===== src/rtl/tt_um_micro_tdc_coarse.sv =====
// Coarse TDC micro-tile: counts clock cycles between synchronized start and stop
// rises, saturating at all-ones, with a byte-wise readout of result, status and tally.
`timescale 1ns/1ps
module tt_um_micro_tdc_coarse #(
  parameter int unsigned COUNT_W     = 16,
  parameter int unsigned SYNC_STAGES = 2
) (
  input  logic       clk,
  input  logic       rst_n,
  input  logic [7:0] ui_in,
  output logic [7:0] uo_out
);

  typedef enum logic [1:0] {
    S_IDLE,
    S_ARMED,
    S_RUNNING,
    S_DONE
  } state_e;

  localparam int unsigned SW = SYNC_STAGES * 3;

  state_e               state_q, state_d;
  logic [SW-1:0]        sync_q, sync_d;
  logic [2:0]           edge_q, edge_d;
  logic [COUNT_W-1:0]   count_q, count_d;
  logic                 ovf_q, ovf_d;
  logic [7:0]           tally_q, tally_d;

  logic [2:0]  sync_out;
  logic [2:0]  rise;
  logic        start_rise, stop_rise, arm_rise;
  logic [15:0] count16;
  logic        unused_inputs;

  assign unused_inputs = ^ui_in[7:5];

  // Each stage holds {arm, stop, start}; newest sample enters at the bottom.
  assign sync_d     = {sync_q[SW-4:0], ui_in[2:0]};
  assign sync_out   = sync_q[SW-1 -: 3];
  assign edge_d     = sync_out;
  assign rise       = sync_out & ~edge_q;
  assign start_rise = rise[0];
  assign stop_rise  = rise[1];
  assign arm_rise   = rise[2];

  always_comb begin
    state_d = state_q;
    count_d = count_q;
    ovf_d   = ovf_q;
    tally_d = tally_q;
    case (state_q)
      S_IDLE, S_DONE: begin
        if (arm_rise) begin
          state_d = S_ARMED;
          count_d = '0;
          ovf_d   = 1'b0;
        end
      end
      S_ARMED: begin
        if (start_rise) begin
          state_d = S_RUNNING;
          count_d = '0;
        end
      end
      S_RUNNING: begin
        // The stop cycle itself is counted so that the result equals the edge distance.
        if (count_q == '1) begin
          state_d = S_DONE;
          ovf_d   = 1'b1;
          tally_d = tally_q + 8'd1;
        end else begin
          count_d = count_q + 1'b1;
          if (stop_rise) begin
            state_d = S_DONE;
            tally_d = tally_q + 8'd1;
          end
        end
      end
      default: state_d = S_IDLE;
    endcase
  end

  always_ff @(posedge clk or negedge rst_n) begin
    if (!rst_n) begin
      state_q <= S_IDLE;
      sync_q  <= '0;
      edge_q  <= '0;
      count_q <= '0;
      ovf_q   <= 1'b0;
      tally_q <= '0;
    end else begin
      state_q <= state_d;
      sync_q  <= sync_d;
      edge_q  <= edge_d;
      count_q <= count_d;
      ovf_q   <= ovf_d;
      tally_q <= tally_d;
    end
  end

  assign count16 = 16'(count_q);

  always_comb begin
    uo_out = '0;
    case (ui_in[4:3])
      2'b00: uo_out = {tally_q[3:0], ovf_q, state_q == S_DONE,
                       state_q == S_RUNNING, state_q == S_ARMED};
      2'b01: uo_out = count16[7:0];
      2'b10: uo_out = count16[15:8];
      default: uo_out = tally_q;
    endcase
  end

endmodule


===== config.mk =====
export PLATFORM = sky130hd
export DESIGN_NAME = tt_um_micro_tdc_coarse
export DESIGN_NICKNAME = d
export VERILOG_FILES = /design/src/rtl/tt_um_micro_tdc_coarse.sv
export SDC_FILE = /design/constraint.sdc
export NUM_CORES = 1
export LEC_CHECK = 0
export CORE_AREA = 10 10 81 76
export CTS_CLUSTER_DIAMETER = 50
export CTS_CLUSTER_SIZE = 10
export DETAILED_ROUTE_END_ITERATION = 10
export DIE_AREA = 0 0 91 86
export DONT_BUFFER_PORTS = 1
export PLACE_DENSITY_LB_ADDON = 0.3
export SLEW_MARGIN = 30
export SYNTH_ARGS = -nofsm -noshare
export SYNTH_HDL_FRONTEND = slang
export SYNTH_SLANG_ARGS = --single-unit

===== constraint.sdc =====
create_clock -name clk -period 2 [get_ports clk]
set_input_delay 0.6 -clock clk [delete_from_list [all_inputs] [get_ports clk]]
set_output_delay 0.6 -clock clk [all_outputs]
set_load 0.01 [all_outputs]

==> run_results.csv, run 1 <==
group,metric,value,unit
clocking,cts-root-buf,"clkbuf_8",
sta,rsz0062_at_grt,"true",
die,die_h,86,um
clocking,cts_made_buffers,5,
global_route,grt_pass1_vias,1413,
synth,synth.net_count,182,
drt,drt-wirelength-per-cell,16.79,um
synth,synthTopCellsByArea,"dfrtp_1, mux4_1, mux4_2, xor2_1, nor2_1",
outcome,status,"finished, violations left",
synth,ys.flop_type,"dfrtp_1",
layout,final_cell_mix,"dfrtp_1, buf_4, nor2_1",
critical_path,start_kind,"flip-flop",
global_route,grt_max_degree,37,
power_and_ir_drop,power_density,1027,nW/um2
global_route,grt_remaining_overflow,0,
synth,syn_avg_cell_area,11.73,um2
drt,first_pass_iters,4,
synth,synth_compound_area_share,7.216,%
layout,regArea,904.6,um2
clocking,numClockSinks,36,
sta,worst_pin_slew,0.4238,ns
synth,ys.warnings.count,0,
synth,synth_mux_area_share,11.56,%
synth,syn_inst,167,
sta,setup_ws,-0.02380,ns
synth,synth.distinct_cells,39,
sta,period_minus_slack,2.024,ns
sta,slew_violations,0,
synth,syn_area,1959,um2
critical_path,cp.arrival,1.42,ns
outcome,violations,"negative setup slack",
synth,ys_seq_elements,36,
drt,drt-total-wl,4232,um
synth,synth_top_area_share,45.98,%
drt,vias,1381,
clocking,cts_tree,"built",
die,coreArea,4432,um2
placed_design,io_buffers,0,
die,die_w,91,um
layout,layout_commonest_cell,"dfrtp_1",
layout,multiInputGateArea,1050,um2
synth,synth_top_family_by_area,"simple AND/OR/NAND/NOR gates",
power_and_ir_drop,pwr-share-comb,36.2,%
job,maxCapViolCount,0,
placed_design,gp_congestion,0.9119,
critical_path,required,1.40,ns
layout,fill_cells,397,
sta,finalClockSkew,0.01022,ns
die,initial_core_util,44.21,%
critical_path,cp-end-kind,"output pin",
sta,finalSetupViolCount,3,
critical_path,cp_max_fo,3,
layout,drive_above_1_share,34.74,%
min_path,hold_class,"input port to async pin",
global_route,grt_pass1_wl,7072,um
sta,fmax,0.4941,GHz
synth,synth_xor_area_share,7.152,%
clocking,clkLatencyLatePin,0.29,ns
drt,vias_per_cell,5.480,
power_and_ir_drop,switching_power,0.0007991,W
clocking,clock_path_buffers,2,
placed_design,pre_cts_slack,0.02060,ns
sta,setup_tns,-0.05584,ns
power_and_ir_drop,vdd_drop_max,0.0004744,V
clocking,path_clk_slew,0.08,ns
synth,synth_adder_area_share,3.193,%
critical_path,crit_type,"flip-flop to output pin",
power_and_ir_drop,p_sw_share,33.40,%
synth,netlist.top_cell.by_area,"dfrtp_1",
drt,remaining_drc_errors,0,
layout,fin_nets,204,
layout,syn_to_final_growth,18.84,%
synth,postSynth.asyncResetShare,100.0,%
global_route,grt_util_all_layers,11.21,%
synth,synth-edff-count,0,
die,num_rows,23,
power_and_ir_drop,p_seq_share,37.5,%
sta,hold_viol_final,0,
die,num_io_pins,18,
power_and_ir_drop,pwr-share-clk,26.3,%
drt,drtIter0Drc,125,
sta,period_share,101.2,%
drt,ant_nets,0,
placed_design,dp_hpwl,3057,um
layout,antennaDiodeCount,0,
power_and_ir_drop,internal_power,0.001593,W
clocking,htreeDepth,2,
sta,relSlewSlack,71.51,%
synth,synth_sequential_area_ratio,45.98,%
global_route,antenna_found_initial,0,
die,die-area,7826,um2
power_and_ir_drop,leakagePower,1.009,nW
synth,yosys.area_share.simple,21.84,%
-- per-layer routing --
layer	up-vias	part of all wire (%)	track usage, %
li1	647	-	-
met1	698	46	14.28
met2	28	47	17.10
met3	8	5.0	3.746
met4	0	1.5	4.552
met5	-	0	0
-- worst paths after layout --
kind	start	end	slack [ns]	cells past startpoint
max in group asynchronous	rst_n	sync_q[4]$_DFF_PN0_	1.68	1
worst min register to register	sync_q[2]$_DFF_PN0_	sync_q[5]$_DFF_PN0_	0.35	0
worst max-delay path	state_q[0]$_DFFE_PN0P_	uo_out[1]	-0.02	3
worst min-delay path	rst_n	tally_q[7]$_DFFE_PN0P_	0.14	1
worst max register to register	state_q[1]$_DFFE_PN0P_	count16[6]$_DFFE_PN0P_	0.06	7
min in group clk	ui_in[0]	sync_q[0]$_DFF_PN0_	0.34	0
-- synthesized netlist by cell type (2+ instances only) --
master,number
dfrtp_1,36
nor4_1,4
nor3_2,2
ha_1,5
nand4_1,6
nand2b_1,4
nand2_1,12
mux4_2,4
xor2_1,9
nor3_1,3
nand4_4,3
xnor2_1,7
nand3_1,8
o21ai_0,8
a21oi_1,3
inv_1,4
mux2i_1,2
nor2_1,18
mux4_1,4
clkbuf_8,2
buf_2,2
clkbuf_1,2
or3_1,3
-- worst max-delay path, cell delays in order, from the launching register on --
cell and delay, ns:
dfrtp_2 0.41, inv_2 0.07, ha_4 0.16, mux4_2 0.50
-- power groups by stage --
stage / clock (W) / combinational [W] / sequential (W)
floorplan: 0 / 0.000529 / 0.000867
global placement: 0 / 0.000673 / 0.000888
detailed placement: 0 / 0.000684 / 0.000892
CTS: 0.000642 / 0.000822 / 0.000891
global route: 0.000673 / 0.000947 / 0.000910
finish: 0.000629 / 0.000867 / 0.000897
-- sequential cells by signal, summed over array words and instances, names as in the netlist --
signal,flops
count16,16
ovf_q,1
tally_q,8
edge_q,3
sync_q,6
state_q,2
-- timing repair --
item / CTS / global route
endpoints found under the hold margin: 36 / 0
buffers inserted: 5 / 1
endpoints found under the setup margin: 4 / 13
resized for setup: 9 / 12
hold buffers: 1 / 0
-- layout make-up --
class                           count  share of cell area (%)
Multi-Input combinational cell    121                   45.08
Sequential cell                    36                   38.85
Timing Repair Buffer               21                   7.308
Tap cell                           62                   3.332
Clock buffer                        5                   2.955
Clock inverter                      3                   1.827
Inverter                            4                  0.6448
-- through the flow --
| step | area (um2) | total power (W) | std cells | hold slack (ns) | utilization, % |
|---|---|---|---|---|---|
| finish | 2328 | 0.002392 | 252 | 0.1354 | 52.54 |
| global route | 2328 | 0.002530 | 252 | 0.1366 | 52.54 |
| CTS | 2290 | 0.002355 | 251 | 0.1382 | 51.67 |
| detailed placement | 2097 | 0.001576 | 237 | 0.3056 | 47.32 |
| global placement | 2097 | 0.001561 | 237 | 0.3055 | 47.32 |
| floorplan | 1962 | 0.001396 | 167 | 0.3044 | - |
-- cell families after synthesis --
family,count (synthesis)
mux,11
fa+ha+maj,5
simple gates,71
buf+inv,10
xor+xnor,16
compound gates,18
flops,36
No activity file was read; power rests on OpenSTA's default activity.
==> run 2: changes to the inputs <==
CTS_CLUSTER_DIAMETER = default   (was 50)
CTS_CLUSTER_SIZE = default   (was 10)
==> results of run 2 <==
The final DEF is identical to that of run 1; final timing and power are the same.
==> run 3: changes to the inputs <==
HOLD_SLACK_MARGIN = 0.03   (was default)
==> results of run 3 <==
The final DEF is identical to that of run 1; final timing and power are the same.
